## src/rtl/alu_pkg.sv

```systemverilog
// Shared types for the 4-bit ALU datapath and its downstream capture stage.
package alu_pkg;

   localparam int ALU_DATA_W = 8;
   localparam int ALU_FUNC_W = 2;

   typedef enum logic [1:0] {
      FN_ADD = 2'b00,
      FN_OR  = 2'b01,
      FN_AND = 2'b10,
      FN_CAT = 2'b11
   } alu_func_t;

   typedef struct packed {
      alu_func_t   func;
      logic [7:0]  result;
   } alu_entry_t;

endpackage

```

## src/rtl/alu_result_fifo_sat_counter.sv

```systemverilog
// Up-counter with synchronous active-low clear that holds at all-ones once reached.
module sat_counter #(
   parameter int W = 8
) (
   input  logic         clk,
   input  logic         clr_n,
   input  logic         en,
   output logic [W-1:0] value
);

   logic [W-1:0] value_r;
   logic         at_max_s;

   // Saturation detect
   always_comb begin
      at_max_s = (value_r == {W{1'b1}});
   end

   // Count register: clear wins, then increment unless saturated
   always_ff @(posedge clk) begin
      if (!clr_n) begin
         value_r <= {W{1'b0}};
      end else if (en && !at_max_s) begin
         value_r <= value_r + W'(1'b1);
      end else begin
         value_r <= value_r;
      end
   end

   assign value = value_r;

endmodule

```

## src/rtl/alu_result_fifo.sv

```systemverilog
// Captures {Function, ALUout} samples into a small show-ahead FIFO drained over
// valid/ready; samples arriving while full are dropped and counted.
module alu_result_fifo
   import alu_pkg::*;
#(
   parameter int DEPTH  = 4,
   parameter int DATA_W = ALU_DATA_W,
   parameter int FUNC_W = ALU_FUNC_W,
   parameter int DROP_W = 8
) (
   input  logic                      Clock,
   input  logic                      Reset_b,
   input  logic [DATA_W-1:0]         ALUout,
   input  logic [FUNC_W-1:0]         Function,
   input  logic                      in_valid,
   output logic                      in_ready,
   output logic [FUNC_W+DATA_W-1:0]  out_data,
   output logic                      out_valid,
   input  logic                      out_ready,
   output logic [$clog2(DEPTH):0]    count,
   output logic [DROP_W-1:0]         drop_count
);

   localparam int PTR_W = $clog2(DEPTH);
   localparam int CNT_W = PTR_W + 1;
   localparam int ENT_W = FUNC_W + DATA_W;

   logic [ENT_W-1:0] mem_r [DEPTH];
   logic [PTR_W-1:0] wr_ptr_r;
   logic [PTR_W-1:0] rd_ptr_r;
   logic [CNT_W-1:0] count_r;

   logic full_s;
   logic empty_s;
   logic push_s;
   logic pop_s;
   logic drop_s;

   // Handshake decode; full/empty come from the occupancy count so in_ready
   // never sees out_ready, and a full FIFO refuses a push even while popping.
   always_comb begin
      full_s  = (count_r == CNT_W'(DEPTH));
      empty_s = (count_r == {CNT_W{1'b0}});
      push_s  = in_valid && !full_s;
      pop_s   = out_ready && !empty_s;
      drop_s  = in_valid && full_s;
   end

   // Pointer and occupancy state
   always_ff @(posedge Clock) begin
      if (!Reset_b) begin
         wr_ptr_r <= {PTR_W{1'b0}};
         rd_ptr_r <= {PTR_W{1'b0}};
         count_r  <= {CNT_W{1'b0}};
      end else begin
         if (push_s) begin
            wr_ptr_r <= wr_ptr_r + PTR_W'(1'b1);
         end else begin
            wr_ptr_r <= wr_ptr_r;
         end
         if (pop_s) begin
            rd_ptr_r <= rd_ptr_r + PTR_W'(1'b1);
         end else begin
            rd_ptr_r <= rd_ptr_r;
         end
         case ({push_s, pop_s})
            2'b10:   count_r <= count_r + CNT_W'(1'b1);
            2'b01:   count_r <= count_r - CNT_W'(1'b1);
            default: count_r <= count_r;
         endcase
      end
   end

   // Entry storage; contents are don't-care after reset
   always_ff @(posedge Clock) begin
      if (push_s) begin
         mem_r[wr_ptr_r] <= {Function, ALUout};
      end
   end

   // Show-ahead head entry, forced to zero while empty
   always_comb begin
      if (!empty_s) begin
         out_data = mem_r[rd_ptr_r];
      end else begin
         out_data = {ENT_W{1'b0}};
      end
   end

   assign in_ready  = !full_s;
   assign out_valid = !empty_s;
   assign count     = count_r;

   sat_counter #(
      .W (DROP_W)
   ) u_drop_counter (
      .clk   (Clock),
      .clr_n (Reset_b),
      .en    (drop_s),
      .value (drop_count)
   );

endmodule

```

## config.mk

```make
export PLATFORM = sky130hd
export DESIGN_NAME = alu_result_fifo
export DESIGN_NICKNAME = d
export VERILOG_FILES = /design/src/rtl/alu_pkg.sv /design/src/rtl/alu_result_fifo_sat_counter.sv /design/src/rtl/alu_result_fifo.sv
export SDC_FILE = /design/constraint.sdc
export NUM_CORES = 1
export LEC_CHECK = 0
export BUFFER_PORTS_ARGS = -buffer_cell sky130_fd_sc_hd__buf_2
export CORE_MARGIN = 1.5
export CORE_UTILIZATION = 32
export CTS_CLUSTER_SIZE = 30
export DETAILED_ROUTE_END_ITERATION = 8
export PLACE_DENSITY = 0.56
export SYNTH_ARGS = -nofsm -noshare
export SYNTH_HDL_FRONTEND = slang
export SYNTH_SLANG_ARGS = --single-unit
```

## constraint.sdc

```tcl
create_clock -name Clock -period 2.7 [get_ports Clock]
set_clock_uncertainty 0.15 [all_clocks]
set_input_delay 0.405 -clock Clock [delete_from_list [all_inputs] [get_ports Clock]]
set_output_delay 0.405 -clock Clock [all_outputs]
set_load 0.01 [all_outputs]
```

==> impl_metrics.ini <==
[run_status]
status = finished, final reports clean

[setup_path]
crit_chain = or3b_4, and2_4, inv_2, ha_1, inv_1, fa_1, xor2_1, or3_1, a21oi_1
criticalPathCategory = flip-flop to flip-flop
critical_path_arrival_ns = 2.59
cp-end-kind = flip-flop
required_ns = 2.80
startpoint_type = flip-flop
cp_max_fo = 6
slowest_stage = or3b_4
cpPeakStageDelay_ns = 0.46

[sta]
rsz0062_at_grt = no
post-route-min-period_ns = 2.493
finalSetupTns_ns = 0
drv_slew = 0
hold_viol = 0
fmaxAchievable_mhz = 401.1
relSlewSlack = 0.6819
tightestPinTransition_ns = 0.4765
finalCritPeriodShare = 0.9235
finalSetupViolCount = 0

[floorplanning]
fp-row-count = 31
die-area_um2 = 7987
chipWidth_um = 89.37
start_util = 0.3291
die_h_um = 89.37
core_area_um2 = 7253
ioPinCount = 37

[drt]
detail-route-antenna-nets = 0
wl_per_cell_um = 13.36
via_per_inst = 4.482
totalWireLength_um = 4074
drc = 0
dr.first_iter.drc_count = 46
first_pass_iters = 4
num_vias = 1367

[yosys]
syn-num-nets = 177
synth_ff_type = edfxtp_1
synth_area_um2 = 2387
seq_area_frac_synth = 0.6457
synth.avg_cell_area_um2 = 15.30
ys_ff_latch = 57
ys_warn_count = 0
synth-edff-count = 40
synthDistinctLibCells = 38
synthCells = 156
async_flop_share = 0

[layout]
utilization = 0.3966
drive_above_1_share = 0.3641
area_delta_synth_final_pct = 20.49
antenna_cells = 0
final_cell_area_um2 = 2877
final_cells = 305
fin_nets = 222

[placed_design]
globalplace.congestion = 0.6910
placedCellCount = 289
place_area_um2 = 2690
place_hpwl_um = 2756
io_buffers = 36

[global_route]
overflow = 0
grt_start_max_net_pins = 13
antenna_found_initial = 0
grt_pass1_vias = 1324
grt.total_usage = 0.1135
grt_pass1_wl_um = 6396

[cts]
cts_setup_buffers = 0
cts.sinks = 57
htreeDepth = 3
numCtsBuffers = 9
cts_tree = done
postCtsHoldBufs = 0
clock_path_buffers = 2
clk_pin_slew_worst_paths_ns = 0.06
cts_resized = 0
worstSkewPairLatency_ns = 0.32
cts_root_buf = clkbuf_8

[pwr]
switching_share = 0.2949
p_per_area_nw_per_um2 = 903.4
ir_drop_uv = 518.4
p_sw_uw = 766.4
pwr-share-clk = 0.287
power_leakage_uw = 0.001085
comb_power_share = 0.284
pwr-share-seq = 0.429
p_int_uw = 1832

[worst_hold_path]
min_path_type = input pin to flip-flop

[run]
cap_viol_max_count = 0
[per-stage QoR]
step	hold WS (ns)	power, uW	setup slack [ns]
after floorplan	0.3310	1628	0.2700
after global placement	0.3507	1885	0.2686
after detailed placement	0.3581	1892	0.2209
after CTS	0.1296	2649	0.2071
after global routing	0.1348	2770	0.06520
final	0.1490	2599	0.2066
[layout make-up]
type | instances | area [um^2]
Clock buffer | 10 | 127.6
Clock inverter | 6 | 58.81
Fill cell | 706 | 4377
Inverter | 7 | 26.28
Multi-Input combinational cell | 88 | 803.3
Sequential cell | 57 | 1541
Tap cell | 99 | 123.9
Timing Repair Buffer | 38 | 195.2
[cells by family after synthesis]
| kind of cell | Yosys count | synth area share |
|---|---|---|
| xor+xnor | 6 | 0.02201 |
| compound gates | 14 | 0.03878 |
| fa+ha+maj | 7 | 0.03983 |
| buf+inv | 11 | 0.01782 |
| flops | 57 | 0.6457 |
| simple gates | 49 | 0.1331 |
| mux | 12 | 0.1027 |
[worst paths after layout]
path | startpoint | to | slack [ns] | depth (start not counted)
setup / recovery | count[1] | count[2] | 0.21 | 9
hold / removal | ALUout[3] | mem_r[1][3] | 0.15 | 1
hold reg to reg | wr_ptr_r[1] | wr_ptr_r[1] | 0.36 | 2
setup reg to reg | count[1] | count[2] | 0.21 | 9
[sequential cells by signal, indices dropped and copies added, names as in the netlist, named ones only]
signal                count
mem_r                    40
u_drop_counter.value      8
count                     3
rd_ptr_r                  2
wr_ptr_r                  2
[critical path: cells and delay by family, from the launching register on]
family | cells | cell delay [ns]
XOR/XNOR | 1 | 0.16
flip-flops | 1 | 0.38
AO/OA/AOI/OAI | 1 | 0.13
buffers and inverters | 2 | 0.11
adder cells (fa/ha/maj) | 2 | 0.55
AND/OR/NAND/NOR | 3 | 0.95
[routing by layer]
| layer | GRT usage | routed length, um | vias to the layer above |
|---|---|---|---|
| li1 | - | - | 674 |
| met1 | 0.1357 | 1878 | 651 |
| met2 | 0.1798 | 1902 | 40 |
| met3 | 0.05540 | 277 | 2 |
| met4 | 0.03776 | 16 | 0 |
| met5 | 0 | 0 | - |
[cell usage after synthesis, types with 5 or more instances]
master / number / area share
and2_1: 11 / 0.029
edfxtp_1: 40 / 0.50
inv_1: 6 / 0.0094
mux4_2: 10 / 0.094
nor2_1: 8 / 0.013
dfxtp_1: 17 / 0.14
nand2_1: 5 / 0.0079
ha_1: 6 / 0.031
[cells in the final DEF, fill, tap and decap left out, drive strengths merged, types with 2 or more instances in the layout]
cell type | Yosys | final
inv | 7 | 7
dfxtp | 17 | 17
clkbuf | 2 | 10
and4 | 2 | 2
mux2i | 2 | 2
buf | 2 | 38
xnor2 | 2 | 2
edfxtp | 40 | 40
nand2 | 5 | 5
a31oi | 2 | 2
clkinv | 0 | 3
or3 | 2 | 2
mux4 | 10 | 10
nand2b | 2 | 2
a21oi | 5 | 5
and2 | 13 | 13
nand4 | 2 | 2
xor2 | 4 | 4
ha | 6 | 6
o21ai | 4 | 4
nor2 | 8 | 8
and3 | 6 | 6
clkinvlp | 0 | 2
nand3 | 4 | 4
[power groups by stage]
stage,clock (uW),combinational (uW),sequential [uW]
finish,747,738,1110
global route,814,829,1130
CTS,774,758,1120
detailed placement,0,756,1140
global placement,0,755,1130
floorplan,0,506,1120
No activity file was read; power rests on OpenSTA's default activity.
